### config.mk
export PLATFORM = sky130hd
export DESIGN_NAME = gf_poly_eval_seq_flat
export DESIGN_NICKNAME = d
export VERILOG_FILES = /design/src/rtl/gf_poly_eval_seq_if.sv /design/src/rtl/gf_poly_eval_seq.sv /design/src/flat_wrapper.sv
export SDC_FILE = /design/constraint.sdc
export NUM_CORES = 1
export LEC_CHECK = 0
export BUFFER_PORTS_ARGS = -buffer_cell sky130_fd_sc_hd__buf_4
export CORE_MARGIN = 2
export CORE_UTILIZATION = 45
export CTS_CLUSTER_DIAMETER = 50
export DETAILED_ROUTE_END_ITERATION = 10
export GPL_TIMING_DRIVEN = 0
export PLACE_DENSITY = 0.73
export SKIP_LAST_GASP = 1
export SYNTH_ARGS = -nofsm -noshare
export SYNTH_HDL_FRONTEND = slang
export SYNTH_SLANG_ARGS = --single-unit
### constraint.sdc
create_clock -name aclk -period 15.05 [get_ports aclk]
set_clock_uncertainty 0.1 [all_clocks]
set_input_delay 1.505 -clock aclk [delete_from_list [all_inputs] [get_ports aclk]]
set_output_delay 1.505 -clock aclk [all_outputs]
set_load 0.05 [all_outputs]
### src/rtl/gf_poly_eval_seq_if.sv
// Valid/ready bundle for the GF(2^m) polynomial evaluator: job input side and result side.
interface gf_poly_eval_seq_if #(
  parameter int SYMB_WIDTH = 8,
  parameter int MAX_DEG    = 16,
  parameter int LANES      = 4,
  parameter int DEG_W      = $clog2(MAX_DEG + 1)
);
  logic                                 s_vld;
  logic                                 s_rdy;
  logic [MAX_DEG:0][SYMB_WIDTH-1:0]     s_poly;
  logic [DEG_W-1:0]                     s_deg;
  logic [LANES-1:0][SYMB_WIDTH-1:0]     s_pts;
  logic [LANES-1:0]                     s_mask;
  logic                                 m_vld;
  logic                                 m_rdy;
  logic [LANES-1:0][SYMB_WIDTH-1:0]     m_val;
  logic [LANES-1:0]                     m_zero;
  logic [LANES-1:0]                     m_mask;

  modport master (
    output s_vld, s_poly, s_deg, s_pts, s_mask, m_rdy,
    input  s_rdy, m_vld, m_val, m_zero, m_mask
  );

  modport slave (
    input  s_vld, s_poly, s_deg, s_pts, s_mask, m_rdy,
    output s_rdy, m_vld, m_val, m_zero, m_mask
  );
endinterface

### src/rtl/gf_poly_eval_seq.sv
// Multi-lane GF(2^m) polynomial evaluator: Horner's rule, one coefficient per cycle,
// one shift-and-reduce multiplier per lane, per-lane zero flag for root search.
//
// state | meaning
// IDLE  | waiting for a job, s_rdy=1
// EVAL  | one Horner step per cycle, cnt counts down to 1
// HOLD  | result registered and presented, waits for m_rdy
module gf_poly_eval_seq #(
  parameter int                  SYMB_WIDTH = 8,
  parameter logic [SYMB_WIDTH:0] PRIM_POLY  = 'h11D,
  parameter int                  MAX_DEG    = 16,
  parameter int                  LANES      = 4,
  parameter int                  DEG_W      = $clog2(MAX_DEG + 1)
) (
  input logic               aclk,
  input logic               areset,
  gf_poly_eval_seq_if.slave bus
);

  typedef logic [SYMB_WIDTH-1:0] symb_t;
  typedef enum logic [1:0] {IDLE, EVAL, HOLD} state_t;

  function automatic symb_t gf_mult(symb_t a, symb_t b);
    symb_t p;
    symb_t s;
    p = '0;
    s = a;
    for (int i = 0; i < SYMB_WIDTH; i++) begin
      if (b[i]) p = p ^ s;
      s = s[SYMB_WIDTH-1] ? ((s << 1) ^ PRIM_POLY[SYMB_WIDTH-1:0]) : (s << 1);
    end
    return p;
  endfunction

  state_t                          state;
  logic [DEG_W-1:0]                cnt;
  logic [DEG_W-1:0]                cnt_m1;
  logic [DEG_W-1:0]                deg_in;
  logic [MAX_DEG:0][SYMB_WIDTH-1:0] poly_q;
  logic [LANES-1:0][SYMB_WIDTH-1:0] pts_q;
  logic [LANES-1:0][SYMB_WIDTH-1:0] acc;
  logic [LANES-1:0][SYMB_WIDTH-1:0] step;
  logic [LANES-1:0][SYMB_WIDTH-1:0] pub_src;
  logic [LANES-1:0]                mask_q;
  logic [LANES-1:0]                pub_mask;
  symb_t                           lead;
  symb_t                           coef;
  logic                            accept;

  logic                            m_vld_q;
  logic [LANES-1:0][SYMB_WIDTH-1:0] m_val_q;
  logic [LANES-1:0]                m_zero_q;
  logic [LANES-1:0]                m_mask_q;

  assign bus.s_rdy  = (state == IDLE) || ((state == HOLD) && bus.m_rdy);
  assign bus.m_vld  = m_vld_q;
  assign bus.m_val  = m_val_q;
  assign bus.m_zero = m_zero_q;
  assign bus.m_mask = m_mask_q;

  assign accept = bus.s_vld && bus.s_rdy;
  assign deg_in = (bus.s_deg > DEG_W'(MAX_DEG)) ? DEG_W'(MAX_DEG) : bus.s_deg;
  assign lead   = bus.s_poly[deg_in];
  assign cnt_m1 = cnt - DEG_W'(1);
  assign coef   = poly_q[cnt_m1];

  // Result source: a deg=0 job publishes its leading coefficient directly on accept.
  always_comb begin
    step     = '0;
    pub_src  = '0;
    pub_mask = accept ? bus.s_mask : mask_q;
    for (int l = 0; l < LANES; l++) begin
      step[l]    = gf_mult(acc[l], pts_q[l]) ^ coef;
      pub_src[l] = accept ? lead : step[l];
    end
  end

  always_ff @(posedge aclk or posedge areset) begin
    if (areset) begin
      state    <= IDLE;
      cnt      <= '0;
      poly_q   <= '0;
      pts_q    <= '0;
      mask_q   <= '0;
      acc      <= '0;
      m_vld_q  <= 1'b0;
      m_val_q  <= '0;
      m_zero_q <= '0;
      m_mask_q <= '0;
    end else if (accept) begin
      poly_q <= bus.s_poly;
      pts_q  <= bus.s_pts;
      mask_q <= bus.s_mask;
      cnt    <= deg_in;
      for (int l = 0; l < LANES; l++) acc[l] <= lead;
      if (deg_in == '0) begin
        state    <= HOLD;
        m_vld_q  <= 1'b1;
        m_mask_q <= pub_mask;
        for (int l = 0; l < LANES; l++) begin
          m_val_q[l]  <= pub_mask[l] ? pub_src[l] : '0;
          m_zero_q[l] <= pub_mask[l] && (pub_src[l] == '0);
        end
      end else begin
        state   <= EVAL;
        m_vld_q <= 1'b0;
      end
    end else begin
      case (state)
        EVAL: begin
          acc <= step;
          cnt <= cnt_m1;
          if (cnt == DEG_W'(1)) begin
            state    <= HOLD;
            m_vld_q  <= 1'b1;
            m_mask_q <= pub_mask;
            for (int l = 0; l < LANES; l++) begin
              m_val_q[l]  <= pub_mask[l] ? pub_src[l] : '0;
              m_zero_q[l] <= pub_mask[l] && (pub_src[l] == '0);
            end
          end
        end
        HOLD: begin
          if (bus.m_rdy) begin
            state   <= IDLE;
            m_vld_q <= 1'b0;
          end
        end
        default: state <= IDLE;
      endcase
    end
  end

endmodule

### src/flat_wrapper.sv
// flat-port wrapper written by rule: the top's interface ports become plain ports
module gf_poly_eval_seq_flat 
#(
  parameter int                  SYMB_WIDTH = 8,
  parameter logic [SYMB_WIDTH:0] PRIM_POLY  = 'h11D,
  parameter int                  MAX_DEG    = 16,
  parameter int                  LANES      = 4,
  parameter int                  DEG_W      = $clog2(MAX_DEG + 1)
)
  (aclk, areset, bus_s_vld, bus_s_poly, bus_s_deg, bus_s_pts, bus_s_mask, bus_m_rdy, bus_s_rdy, bus_m_vld, bus_m_val, bus_m_zero, bus_m_mask);
  gf_poly_eval_seq_if #(.SYMB_WIDTH(SYMB_WIDTH), .MAX_DEG(MAX_DEG), .LANES(LANES), .DEG_W(DEG_W)) bus_i ();
  input logic aclk;
  input logic areset;
  input wire logic [$bits(bus_i.s_vld)-1:0] bus_s_vld;
  input wire logic [$bits(bus_i.s_poly)-1:0] bus_s_poly;
  input wire logic [$bits(bus_i.s_deg)-1:0] bus_s_deg;
  input wire logic [$bits(bus_i.s_pts)-1:0] bus_s_pts;
  input wire logic [$bits(bus_i.s_mask)-1:0] bus_s_mask;
  input wire logic [$bits(bus_i.m_rdy)-1:0] bus_m_rdy;
  output wire logic [$bits(bus_i.s_rdy)-1:0] bus_s_rdy;
  output wire logic [$bits(bus_i.m_vld)-1:0] bus_m_vld;
  output wire logic [$bits(bus_i.m_val)-1:0] bus_m_val;
  output wire logic [$bits(bus_i.m_zero)-1:0] bus_m_zero;
  output wire logic [$bits(bus_i.m_mask)-1:0] bus_m_mask;
  assign bus_i.s_vld = bus_s_vld;
  assign bus_i.s_poly = bus_s_poly;
  assign bus_i.s_deg = bus_s_deg;
  assign bus_i.s_pts = bus_s_pts;
  assign bus_i.s_mask = bus_s_mask;
  assign bus_i.m_rdy = bus_m_rdy;
  assign bus_s_rdy = bus_i.s_rdy;
  assign bus_m_vld = bus_i.m_vld;
  assign bus_m_val = bus_i.m_val;
  assign bus_m_zero = bus_i.m_zero;
  assign bus_m_mask = bus_i.m_mask;
  gf_poly_eval_seq #(.SYMB_WIDTH(SYMB_WIDTH), .PRIM_POLY(PRIM_POLY), .MAX_DEG(MAX_DEG), .LANES(LANES), .DEG_W(DEG_W)) u_core (.aclk(aclk), .areset(areset), .bus(bus_i));
endmodule
# Word level (Yosys, flattened, before mapping)
# Index checks and enable logic that the tools add are counted.
dict set report word_totals {
  register_bits 252
  in_bits 181
  output_inout_bits 42
  wordCells 224
}
dict set report classes {
  add_sub_neg 1
  n_lt_le_gt_ge 3
  eq_ne 6
  mux 100
  bitwise_logic 60
  n_reduce_logical 19
}
# operator count
set ops {}
lappend ops {{$mux 8} 42}
lappend ops {{$xor 8x8->8} 32}
lappend ops {{$mux 32} 6}
lappend ops {{$mux 5} 31}
lappend ops {{$not 4->4} 28}
lappend ops {{$bmux 8 s5} 2}
lappend ops {{$mux 4} 9}
lappend ops {{$logic_not 8->1} 4}
lappend ops {{$lt 5x6->1 const B} 2}
lappend ops {{$mux 2} 4}
lappend ops {{$logic_and 1x1->1} 6}
lappend ops {{$reduce_and 3->1} 2}
lappend ops {{$eq 5x1->1 const B} 1}
lappend ops {{$gt 5x5->1 const B} 1}
lappend ops {{$logic_not 5->1} 1}
lappend ops {{$sub 5x1->5 const B} 1}
lappend ops {{$mux 1} 4}
lappend ops {{$pmux 2 s2} 1}
lappend ops {{$reduce_bool 2->1} 2}
lappend ops {{$ne 3x1->1 const B} 1}
lappend ops {{$ne 3x2->1 const B} 1}
lappend ops {{$reduce_bool 3->1} 1}
lappend ops {{$eq 2x1->1 const B} 1}
lappend ops {{$eq 2x2->1 const B} 1}
lappend ops {{5 further kinds} 5}

# Depth between registers and ports, before layout
dict set report logic_depth {
  depth_word 23
  mapped_depth 17
  ltp_nobuf 11
}

# Worst setup path before layout
# Ideal clock, no wire load.
dict set report synth_timing {
  kind {input to register}
  start {input port bus_s_deg[4]}
  end {register u_core.m_zero_q[3] (netlist: u_core.bus.m_zero[3])}
  arrival_time_ns 3.858
  t_required_ns 14.858
  slack_ns 11.000
  stages 9
  path_cell_list {buf_2 nor2b_1 mux4_2 a221oi_2 a211oi_1 a211oi_1 a21oi_1 or3_1 o31ai_2}
}
dict set report synth_via {
  elab_chain_cells 10
}
# item line
set synth_rtl {}
lappend synth_rtl {{start: declaration} flat_wrapper.sv:16} ;# input wire logic [$bits(bus_i.s_deg)-1:0] bus_s_deg;
lappend synth_rtl {{$gt 5x5->1} gf_poly_eval_seq.sv:62} ;# assign deg_in = (bus.s_deg > DEG_W'(MAX_DEG)) ? DEG_W'(MAX_DEG) : bus.s_deg;
lappend synth_rtl {{$mux 5 *} gf_poly_eval_seq.sv:62}
lappend synth_rtl {{$bmux 8 s5} gf_poly_eval_seq.sv:63} ;# assign lead = bus.s_poly[deg_in];
lappend synth_rtl {{$mux 8 (implied by the code)} gf_poly_eval_seq.sv:63}
lappend synth_rtl {{$mux 8} gf_poly_eval_seq.sv:74} ;# pub_src[l] = accept ? lead : step[l];
lappend synth_rtl {{$logic_not 8->1} {gf_poly_eval_seq.sv:102, gf_poly_eval_seq.sv:119}}
lappend synth_rtl {{$logic_and 1x1->1} {gf_poly_eval_seq.sv:102, gf_poly_eval_seq.sv:119}}
lappend synth_rtl {{$mux 4} gf_poly_eval_seq.sv:113} ;# if (cnt == DEG_W'(1)) begin
lappend synth_rtl {{$mux 4} gf_poly_eval_seq.sv:109} ;# case (state)
lappend synth_rtl {{$mux 4} gf_poly_eval_seq.sv:90} ;# end else if (accept) begin
lappend synth_rtl {{end signal: indexed assignment} gf_poly_eval_seq.sv:102} ;# m_zero_q[l] <= pub_mask[l] && (pub_src[l] == '0);
lappend synth_rtl {{end signal: indexed assignment} gf_poly_eval_seq.sv:119} ;# m_zero_q[l] <= pub_mask[l] && (pub_src[l] == '0);
lappend synth_rtl {{end: declaration} gf_poly_eval_seq.sv:52} ;# logic [LANES-1:0] m_zero_q;
# Mark *: on every way between the ends. The rest lies on a longest branch, timed or not. The select of a mux whose other input is x is not followed.
# A chain may end at the register's enable or synchronous reset.

# Final worst setup path
dict set report layout_timing {
  start {input port bus_s_deg[2]}
  end {register u_core.m_zero_q[0] (netlist: u_core.bus.m_zero[0])}
}
# Same word-level chain as after synthesis.

==> metrics <==
Synth top area share=0.3496; Largest stage delay, worst path=1.06 ns; global-route wire length before repair=97.59 mm; Met2 Routed Length=29.22 mm; layout cell share with drive strength beyond 1=0.1824; Reg clk slew, reported paths=0.06 ns; row cnt=73; syn avg cell area=8.790 um^2; Post-DRT Antenna Nets=0; layout filler cell count=3693; final worst path period need=5.194 ns; number of port buffers=219; hold_buf cts=0; CTS Root Cell=clkbuf_16; critical path's most frequent cell=clkbuf_1; status=complete, no violations; Slew Viols, Final=0; syn_nets=2238; CP Data Required Time=15.43 ns; # Post-CTS Setup Buffers=0; Top Metal Used=met4; vias in the first global route=16310; gpl congestion=0.9825; Starting Density=0.4550; synth unique cells=92; Post-synth EDFFs=0; fmax=192.5 MHz; hold_ws=0.3728 ns; Clock Latency Late Sink=0.55 ns; met3 wire len=6.120 mm; GRT Util Overall=0.3086; antenna violations before repair=1; worst setup path category=in -> reg; max-cap viol count=0; CTS tree=done; post_cts resized=0; remaining global-route overflow=0; Die Wd=204.2 um; Cell Area, Placed=0.02040 mm^2; die area=0.04170 mm^2; Gate Count Post-Synth=2052; type of destination of the critical path=flip-flop; Worst EP arrival=5.57 ns; Fin. Hold Viols=0; HPWL after detailed placement=47.10 mm; pin count of the biggest net entering global routing=105; register bit count reported by yosys=252; most frequent cell after synthesis=nand2_1; Final Cycle Share=0.3451; endpoints failing setup=0; Routed WL=63.76 mm; CP bufs+invs=2; Reg2Reg Setup Slack=10.00 ns; cts bufs inserted=36; DR vias/cell=5.725; largest cells by area after synthesis=dfrtp_1 (35%), nand2_1 (16%), xnor2_1 (8.4%); vias post-DR=16390; I/O pin cnt=223; crit-path cells=clkbuf_1 > clkbuf_1 > mux4_2 > mux2i_1 > o22ai_1 > a211oi_1 > a21oi_1 > nor4b_1 > a22o_1; Setup TNS=0 ns; clk sink count=252; Mapped Area=0.01804 mm^2; worst-path fanout max=10; CTS H-tree depth=2; drt first pass iters=6; area grow syn2layout=19.51%; Worst Max-Slew Pin Slew=1.323 ns; dominant synthesized flop cell=dfrtp_1; fin worst setup slack=9.856 ns; CP Launch Type=input port; first-iteration detailed-routing DRC count=1471; sequential share of the synthesized area=0.3496; Ys Warns=0; dpl ws=9.500 ns; Core ar.=0.03964 mm^2; Commonest cells post-synth=nand2_1 (777), dfrtp_1 (252), xnor2_1 (174); Async S/R FF share, synth=1.000; largest area contributor in the netlist=dfrtp_1; Post-Layout Inst Area=0.02156 mm^2; DIE HEIGHT=204.2 um; CTS Buffer Depth=3; routed len/inst=22.27 um; Slew HR=0.1127; type of the most critical hold path=reg -> reg; CP max stage cell=a211oi_1; DRC Markers=0; final net count=2497; RSZ-0062 raised after global routing=no; WL met1=24.98 mm; delay-heaviest family, CP=compound AO/OA/AOI/OAI gates
-- worst register-to-register path, delay by kind of cell, from the launching register on --
kind                       cells  cell delay (ns)
xor gates and xnor gates       1             0.51
adders and majority gates      1             0.38
muxes                          1             0.58
AOI/OAI and AO/OA              3             0.64
and+or+nand+nor                1             0.33
buffers and inverters          8             2.06
DFF                            1             0.37
-- layout by cell type (no fill, tap or decap), types with 5 or more instances in the layout --
| master | instances |
|---|---|
| buf_1 | 12 |
| clkinv_4 | 5 |
| clkbuf_16 | 38 |
| buf_6 | 10 |
| mux4_1 | 6 |
| o21ai_0 | 52 |
| clkinvlp_4 | 7 |
| nand2b_1 | 19 |
| xor2_1 | 89 |
| a211oi_1 | 8 |
| ha_1 | 5 |
| mux2_2 | 20 |
| o221ai_1 | 5 |
| buf_2 | 31 |
| mux4_2 | 38 |
| xor3_1 | 6 |
| clkinv_2 | 6 |
| o22ai_1 | 12 |
| a21oi_1 | 44 |
| inv_1 | 18 |
| clkbuf_1 | 102 |
| a22o_1 | 31 |
| buf_4 | 223 |
| nor2b_1 | 5 |
| nor3_1 | 5 |
| mux2i_1 | 71 |
| xnor3_1 | 35 |
| xnor2_1 | 174 |
| a22oi_1 | 16 |
| nand3_1 | 5 |
| a31oi_1 | 11 |
| nor2_1 | 68 |
| o211ai_1 | 8 |
| nor3b_1 | 6 |
| a21o_1 | 5 |
| nand2_1 | 777 |
| dfrtp_1 | 252 |
| and2_1 | 6 |
-- state kept, by name, indices dropped and copies added, names as in the netlist, 4 cells and up --
| register | count |
|---|---|
| u_core.acc | 32 |
| u_core.bus.m_mask | 4 |
| u_core.bus.m_val | 32 |
| u_core.bus.m_zero | 4 |
| u_core.cnt | 5 |
| u_core.mask_q | 4 |
| u_core.poly_q | 136 |
| u_core.pts_q | 32 |
-- logic make-up (layout without fill, tap and decap cells) --
logic type,after synthesis,count (layout),synth area share
compound gates,247,247,0.1005
xor+xnor,313,313,0.1887
fa+ha+maj,5,5,0.003468
buf+inv,180,464,0.04460
flops,252,252,0.3496
mux,135,135,0.1081
other cells,0,2,0
simple gates,920,920,0.2051
-- metal layers --
layer	vias to the layer above	track usage
met5	-	0
met4	0	0.1491
met3	173	0.06202
met2	920	0.4877
met1	7978	0.4061
li1	7319	-
-- worst paths after layout --
check	startpoint	endpoint	cells after the start
max in group asynchronous	areset	u_core.poly_q[59]$_DFFE_PP0P_	3
max reg2reg	u_core.cnt[0]$_DFFE_PP0P_	u_core.bus.m_zero[2]$_DFFE_PP0P_	15
min	u_core.poly_q[59]$_DFFE_PP0P_	u_core.poly_q[59]$_DFFE_PP0P_	2
min in group asynchronous	areset	u_core.poly_q[79]$_DFFE_PP0P_	2
max	bus_s_deg[2]	u_core.bus.m_zero[0]$_DFFE_PP0P_	9
min reg2reg	u_core.poly_q[59]$_DFFE_PP0P_	u_core.poly_q[59]$_DFFE_PP0P_	2
-- cell type report --
cell class | instances | area, um^2 | area share
Multi-Input combinational cell | 1620 | 10930 | 0.5069
Inverter | 23 | 93.84 | 0.004353
Buffer | 157 | 718.2 | 0.03332
Antenna cell | 2 | 5.005 | 0.0002322
Sequential cell | 252 | 6306 | 0.2925
Timing Repair Buffer | 221 | 1699 | 0.07882
Clock inverter | 20 | 151.4 | 0.007023
Clock buffer | 43 | 999.7 | 0.04638
Tap cell | 525 | 656.9 | 0.03047
-- metrics by stage --
| step | utilization | instances |
|---|---|---|
| after global placement | 0.5131 | 2796 |
| after floorplan | - | 2052 |
| after detailed placement | 0.5146 | 2798 |
| final | 0.5438 | 2863 |
| after CTS | 0.5437 | 2861 |
| after global routing | 0.5437 | 2861 |
Power is left out: the tool's default activity adds up to more than one toggle a clock period on the data nets, which glitch-free logic cannot reach.
